--- config.mk ---
export PLATFORM = sky130hd
export DESIGN_NAME = pipe_stage_chain
export DESIGN_NICKNAME = d
export VERILOG_FILES = /design/src/rtl/pipe_stage_chain.sv
export SDC_FILE = /design/constraint.sdc
export NUM_CORES = 1
export LEC_CHECK = 0
export CAP_MARGIN = 25
export CORE_MARGIN = 5
export CORE_UTILIZATION = 41
export CTS_CLUSTER_SIZE = 40
export DETAILED_ROUTE_END_ITERATION = 7
export GPL_ROUTABILITY_DRIVEN = 0
export PLACE_DENSITY = 0.67
export SLEW_MARGIN = 20
export SYNTH_ARGS = -nofsm -noshare
export SYNTH_HDL_FRONTEND = slang
export SYNTH_SLANG_ARGS = --single-unit
--- constraint.sdc ---
create_clock -name i_clk -period 3 [get_ports i_clk]
set_input_delay 0.6 -clock i_clk [delete_from_list [all_inputs] [get_ports i_clk]]
set_output_delay 0.6 -clock i_clk [all_outputs]
set_load 0.01 [all_outputs]
--- src/rtl/pipe_stage_chain.sv ---
// pipe_stage_chain
//
// Linear chain of DEPTH registered stages with a valid/ready handshake at each
// end. Every stage can be discarded individually through a per-stage flush mask.
// An item advances whenever the slot ahead of it frees up during the same cycle,
// so a completely full chain still sustains one item per cycle.
//
// Ports
//   i_clk          rising-edge clock
//   i_s_rst_n      synchronous active-low reset
//   i_valid        input item present
//   i_data         input payload
//   o_ready        chain accepts the input this cycle (no path from i_valid/i_data)
//   o_valid        output item present (stage DEPTH-1, unless it is being flushed)
//   o_data         output payload (stage DEPTH-1 contents)
//   i_out_ready    downstream accepts the output
//   i_flush        per-stage discard mask, bit k targets stage k (pre-edge contents)
//   o_stage_valid  per-stage valid bits
//   o_occupancy    number of valid stages
//   o_flush_cnt    saturating count of discarded items
//   o_stall_cnt    saturating count of cycles with o_valid & ~i_out_ready

module pipe_stage_chain #(
  parameter int unsigned WIDTH = 32,
  parameter int unsigned DEPTH = 4,
  parameter int unsigned CNT_W = 16,
  localparam int unsigned OccW = $clog2(DEPTH + 1)
) (
  input  logic             i_clk,
  input  logic             i_s_rst_n,
  input  logic             i_valid,
  input  logic [WIDTH-1:0] i_data,
  output logic             o_ready,
  output logic             o_valid,
  output logic [WIDTH-1:0] o_data,
  input  logic             i_out_ready,
  input  logic [DEPTH-1:0] i_flush,
  output logic [DEPTH-1:0] o_stage_valid,
  output logic [OccW-1:0]  o_occupancy,
  output logic [CNT_W-1:0] o_flush_cnt,
  output logic [CNT_W-1:0] o_stall_cnt
);

  function automatic logic [OccW-1:0] popcnt(input logic [DEPTH-1:0] x);
    logic [OccW-1:0] c;
    c = '0;
    for (int i = 0; i < int'(DEPTH); i++) begin
      c = c + OccW'(x[i]);
    end
    return c;
  endfunction

  // Stage state
  logic [DEPTH-1:0]            v_q, v_d;
  logic [DEPTH-1:0][WIDTH-1:0] d_q, d_d;

  // Per-stage handshake terms
  logic [DEPTH-1:0] adv;   // item in stage k leaves it at the next edge
  logic [DEPTH-1:0] free;  // stage k can take a new item at the next edge
  logic             accept;

  // Statistics
  logic [CNT_W-1:0] flush_cnt_q, flush_cnt_d;
  logic [CNT_W-1:0] stall_cnt_q, stall_cnt_d;
  logic [CNT_W:0]   flush_sum;

  // A flushed output stage never presents its item.
  assign o_valid = v_q[DEPTH-1] & ~i_flush[DEPTH-1];
  assign o_data  = d_q[DEPTH-1];

  // Free/advance ripple from the output end towards the input end. Only
  // registered state, flush and i_out_ready feed this, keeping i_valid and
  // i_data off the o_ready path.
  always_comb begin
    adv             = '0;
    free            = '0;
    adv[DEPTH-1]    = o_valid & i_out_ready;
    free[DEPTH-1]   = ~v_q[DEPTH-1] | i_flush[DEPTH-1] | adv[DEPTH-1];
    for (int k = int'(DEPTH) - 2; k >= 0; k--) begin
      adv[k]  = v_q[k] & ~i_flush[k] & free[k+1];
      free[k] = ~v_q[k] | i_flush[k] | adv[k];
    end
  end

  // Reset blocks acceptance while it is asserted.
  assign o_ready = i_s_rst_n & free[0];
  assign accept  = i_valid & o_ready;

  // Next stage contents: a stage is loaded from behind (or from the input for
  // stage 0), holds a surviving item that is not leaving, or empties. The
  // payload of an empty stage keeps its last value.
  always_comb begin
    v_d    = '0;
    d_d    = d_q;
    v_d[0] = accept | (v_q[0] & ~i_flush[0] & ~adv[0]);
    if (accept) begin
      d_d[0] = i_data;
    end
    for (int k = 1; k < int'(DEPTH); k++) begin
      v_d[k] = adv[k-1] | (v_q[k] & ~i_flush[k] & ~adv[k]);
      if (adv[k-1]) begin
        d_d[k] = d_q[k-1];
      end
    end
  end

  // Counters saturate at all-ones. The flush increment is at most DEPTH, so one
  // extra sum bit is enough to detect overflow.
  always_comb begin
    flush_sum   = {1'b0, flush_cnt_q} + (CNT_W + 1)'(popcnt(v_q & i_flush));
    flush_cnt_d = flush_sum[CNT_W] ? {CNT_W{1'b1}} : flush_sum[CNT_W-1:0];
    stall_cnt_d = stall_cnt_q;
    if (o_valid && !i_out_ready && (stall_cnt_q != {CNT_W{1'b1}})) begin
      stall_cnt_d = stall_cnt_q + 1'b1;
    end
  end

  // Reset wins over every transfer, flush and counter update in the same cycle,
  // so in-flight items are dropped without being counted as flushed.
  always_ff @(posedge i_clk) begin
    if (!i_s_rst_n) begin
      v_q         <= '0;
      d_q         <= '0;
      flush_cnt_q <= '0;
      stall_cnt_q <= '0;
    end else begin
      v_q         <= v_d;
      d_q         <= d_d;
      flush_cnt_q <= flush_cnt_d;
      stall_cnt_q <= stall_cnt_d;
    end
  end

  assign o_stage_valid = v_q;
  assign o_occupancy   = popcnt(v_q);
  assign o_flush_cnt   = flush_cnt_q;
  assign o_stall_cnt   = stall_cnt_q;

endmodule

[After elaboration in Yosys (flattened, before gate mapping)]
Index checks and enable logic that the tools add are counted.
Word-level totals
  flip-flop bits (word level): 164
  bits of input ports: 40
  output and inout bits: 73
  logic and storage cells: 59
Cells by class
  add/sub/neg operators: 8
  equality and inequality tests: 1
  mux-type cells: 1
  bitwise logic cells: 39
  reductions and logical operators: 3
Operators with widths (number)
  adder 16 x 3 -> 17 bit: 1
  adder 16 x 1 -> 16 bit (second input constant): 1
  2-to-1 mux 16 bit: 1
  != test 16 bit (second input constant): 1
  bitwise AND 1 bit: 14
  NOT 1 bit: 12
  bitwise OR 1 bit: 12
  adder 2 x 1 -> 3 bit: 2
  adder 3 x 1 -> 3 bit: 2
  adder 1 x 1 -> 2 bit: 2
  bitwise AND 4 bit: 1
  logical AND 1 bit: 2
  logical NOT 1 bit: 1

[Longest topological paths before layout]
  depth after elaboration: 13
  mapped depth: 10
  mapped depth without buffers: 9

[Least setup slack after synthesis]
Ideal clock, no wire load.
  path type: input-to-reg
  start: input port i_flush[0]
  end: register flush_cnt_q[13] (netlist: o_flush_cnt[13])
  library setup time: 74 ps
  data arrival time: 2943 ps
  required time: 2926 ps
  path slack: -17 ps
  stages: 10
  buffers on the path: 1
  cells stage by stage: nand2_1 > fa_1 > fa_1 > inv_1 > fa_1 > nand2_1 > nor4_1 > nand3_1 > clkbuf_1 > a31oi_1
Between the ends
  cells in the longest elaborated chain, start to end: 6
Ends and longest elaborated chain
  from (decl): RTL line 37  | input logic [DEPTH-1:0] i_flush,
  bitwise AND 4 bit: RTL line 110  | flush_sum = {1'b0, flush_cnt_q} + (CNT_W + 1)'(popcnt(v_q & i_flush));
  adder 1 x 1 -> 2 bit: RTL line 48  | c = c + OccW'(x[i]);
  adder 2 x 1 -> 3 bit: RTL line 48
  adder 3 x 1 -> 3 bit: RTL line 48
  adder 16 x 3 -> 17 bit: RTL line 110
  2-to-1 mux 16 bit: RTL line 111  | flush_cnt_d = flush_sum[CNT_W] ? {CNT_W{1'b1}} : flush_sum[CNT_W-1:0];
  to (signal assigned): RTL line 129  | flush_cnt_q <= flush_cnt_d;
  to (decl): RTL line 63  | logic [CNT_W-1:0] flush_cnt_q, flush_cnt_d;
Every way passes these cells.
A chain may end at the register's enable or synchronous reset.

[Worst setup path after layout]
  start: register v_q[0] (netlist: o_stage_valid[0])
  end: output port o_occupancy[2]
Between the ends
  cells in the longest elaborated chain, start to end: 3
Ends and longest elaborated chain
  from (decl): RTL line 54  | logic [DEPTH-1:0] v_q, v_d;
  from (signal assigned): RTL line 127  | v_q <= v_d;
  adder 1 x 1 -> 2 bit: RTL line 48
  adder 2 x 1 -> 3 bit: RTL line 48
  adder 3 x 1 -> 3 bit: RTL line 48
  to (decl): RTL line 39  | output logic [OccW-1:0] o_occupancy,
Every way passes these cells.

==> results.py <==
metrics = {
    "status": {
        "status": "finished, final reports clean",
    },
    "logic_synthesis": {
        "syn_area_um2": 6470,
        "post_synth.cell_area_avg_um2": 8.00,
        "synth_seq_area_share": 0.507,
        "synthDistinctLibCells": 45,
        "synth_seq_cells": 164,
        "synth_cells": 809,
        "async_flop_share": 0,
        "synth_nets": 857,
        "synth-edff-count": 0,
        "yosysWarnings": 0,
        "ys.flop_type": "dfxtp_1",
    },
    "sta": {
        "drv_slew": 0,
        "holdWs_ns": 0.448,
        "setup_violations": 0,
        "rsz0062_at_grt": "false",
        "hold_violations": 0,
        "finalCriticalPeriod_ns": 2.86,
        "min_period_over_period": 0.952,
        "clock-skew-final_ns": 0.00922,
        "fmax_mhz": 350,
        "tns_ns": 0,
        "tightest_slew_ns": 0.652,
        "finalWorstSetupSlack_ns": 0.143,
        "slew_headroom": 0.562,
    },
    "placement": {
        "place_ws_ns": -0.306,
        "dp_hpwl_um": 9920,
        "io_buffers": 112,
    },
    "clocking": {
        "cts_tree": "yes",
        "post_cts_buffers": 0,
        "cts_buffer_depth": 2,
        "clk_pin_slew_ns": 0.06,
        "htreeDepth": 4,
        "clock_latency_ns": 0.42,
        "cts.root.buffer_cell": "clkbuf_16",
        "cts_buffers": 17,
        "cts.hold.buffers_added": 0,
        "clock-sinks": 164,
    },
    "route": {
        "routed_via_density": 4.81,
        "vias": 5363,
        "wl_per_cell_um": 13.2,
        "drt_drc_violations_left": 0,
        "drt_iter0_drc": 509,
        "drtPass1Iterations": 4,
        "drtAntennaViolNets": 0,
        "finalWirelength_um": 14700,
    },
    "final_layout": {
        "nets": 934,
        "area_growth_pct": 28.2,
        "final_layout_size_suffix_gt1_frac": 0.0735,
    },
    "setup_path": {
        "crit_start": "o_stage_valid[0]$_SDFF_PN0_",
        "critPathRequiredTime_ns": 2.40,
        "critPathKind": "flip-flop to primary output",
        "start_kind": "flip-flop",
        "crit_path_end_kind": "primary output",
        "critPathMaxStageDelay_ns": 0.53,
        "reg2reg_slack_ns": 0.44,
        "worst-endpoint-arrival_ns": 2.26,
        "crit_fanout": 5,
        "reg2reg_from": "o_stage_valid[2]$_SDFF_PN0_",
        "critPathSlowestCell": "fa_1",
        "crit_chain": "inv_1 -> fa_1 -> inv_1 -> ha_1 -> ha_1 -> clkdlybuf4s50_1",
    },
    "pwr": {
        "ir_drop_uv": 386,
        "powerDensity_nw_per_um2": 548,
        "leakagePower_nw": 2.78,
    },
    "min_path": {
        "hp-start": "d_q[31]$_SDFFE_PN0P_",
        "hp-class": "flip-flop to flip-flop",
    },
    "floorplan": {
        "num_rows": 46,
        "ioPinCount": 113,
        "coreArea_um2": 15700,
        "dieArea_um2": 18400,
        "die_x_um": 136,
        "start_util": 0.412,
        "die_h_um": 136,
    },
    "grt": {
        "grt_overflow_total": 0,
        "grt_max_degree": 128,
        "grt_pass1_wl_um": 24800,
        "grt_antenna_before_repair": 1,
        "grt_pass1_vias": 5113,
        "gr-usage-all-layers": 0.164,
    },
    "run": {
        "maxCapViolations": 0,
    },
}
report_power, final:
group	leakage [nW]	internal, mW	switching (mW)	total [mW]
clock	0.281	1.31	0.797	2.11
combinational	1.17	0.0908	0.105	0.196
sequential	1.33	2.22	0.0232	2.24
worst max-delay path, delay by kind of cell, from the launching register on:
| kind | cells | cell delay [ns] |
|---|---|---|
| buffers and inverters | 3 | 0.59 |
| flip-flops | 1 | 0.36 |
| adder cells (fa/ha/maj) | 3 | 0.89 |
sequential cells by signal, summed over array words and instances (netlist names):
register       count
o_data            32
o_stall_cnt       16
o_stage_valid      4
o_flush_cnt       16
d_q               96
metal layers:
| layer | up-vias | track usage | wire [µm] |
|---|---|---|---|
| met5 | - | 0 | 0 |
| met3 | 19 | 0.0379 | 619 |
| met2 | 94 | 0.237 | 6310 |
| met4 | 0 | 0.0622 | 272 |
| met1 | 2416 | 0.238 | 7530 |
| li1 | 2834 | - | - |
synthesized netlist by cell type, types with 2 or more instances:
library cell / n / area, µm²
or3_1: 5 / 31.3
xnor2_1: 3 / 26.3
inv_1: 13 / 48.8
or2_2: 2 / 12.5
clkbuf_1: 40 / 150
and3_1: 5 / 31.3
o2111ai_1: 4 / 35.0
nand2_1: 271 / 1020
dfxtp_1: 164 / 3280
xor2_1: 6 / 52.6
nor3_1: 6 / 30.0
ha_1: 4 / 50.1
nor2_1: 9 / 33.8
nor4_1: 3 / 18.8
fa_1: 4 / 80.1
o31ai_1: 8 / 60.1
buf_2: 7 / 35.0
nor2b_1: 5 / 31.3
a31oi_1: 3 / 18.8
and4_1: 2 / 17.5
or4_1: 8 / 60.1
nand4_1: 6 / 37.5
nand2b_1: 5 / 31.3
buf_4: 32 / 240
o21a_1: 3 / 22.5
nand3_1: 11 / 55.1
a21oi_1: 124 / 621
o21ai_0: 39 / 195
through the flow:
stage | cell area, µm² | util | power (mW) | std cells
final | 8300 | 0.528 | 4.55 | 1115
after global routing | 8300 | 0.528 | 4.72 | 1115
after CTS | 8280 | 0.527 | 4.59 | 1114
after detailed placement | 7700 | 0.490 | 2.49 | 1083
after global placement | 7700 | 0.490 | 2.49 | 1083
after floorplan | 6480 | - | 2.38 | 809
kinds of logic (layout without fill, tap and decap cells):
logic type / Yosys count / count (layout) / share of synthesized area
other: 0 / 1 / 0
flip-flops: 164 / 164 / 0.507
multiplexers: 1 / 1 / 0.00155
XOR/XNOR: 9 / 9 / 0.0122
AND/OR/NAND/NOR: 344 / 344 / 0.226
AO/OA/AOI/OAI: 191 / 191 / 0.160
buffers and inverters: 92 / 181 / 0.0732
adder cells (fa/ha/maj): 8 / 8 / 0.0201
path summary, 6_finish.rpt:
path	cells past startpoint	end
worst min-delay path	2	d_q[63]$_SDFFE_PN0P_
worst min register to register	2	d_q[63]$_SDFFE_PN0P_
worst max register to register	10	o_flush_cnt[10]$_SDFF_PN0_
worst max-delay path	6	o_occupancy[2]
cell usage in the layout (no fill, tap or decap), types with 6 or more instances in the layout:
cell / n
a21oi_1: 123
clkbuf_16: 17
nand3_1: 11
clkdlybuf4s50_1: 111
dfxtp_1: 162
o31ai_1: 8
clkbuf_1: 6
xor2_1: 6
nand4_1: 6
inv_1: 12
or4_1: 8
nor2_1: 8
nand2_1: 271
buf_4: 23
o21ai_0: 39
final cells by class:
| type | count | area [µm²] |
|---|---|---|
| inverters | 13 | 50.0 |
| well taps | 216 | 270 |
| flip-flops and latches | 164 | 3290 |
| multi-input cells | 553 | 2780 |
| diodes | 1 | 2.50 |
| clock buffers | 27 | 503 |
| fillers | 1544 | 7410 |
| clock inverters | 4 | 70.1 |
| repair buffers | 137 | 1330 |
timing repair:
action | in CTS | in global routing
hold endpoints to repair | 0 | 0
endpoints found under the setup margin | 1 | 14
pin swaps | 0 | 1
resized for setup | 3 | 3
No activity file was read; power rests on OpenSTA's default activity.
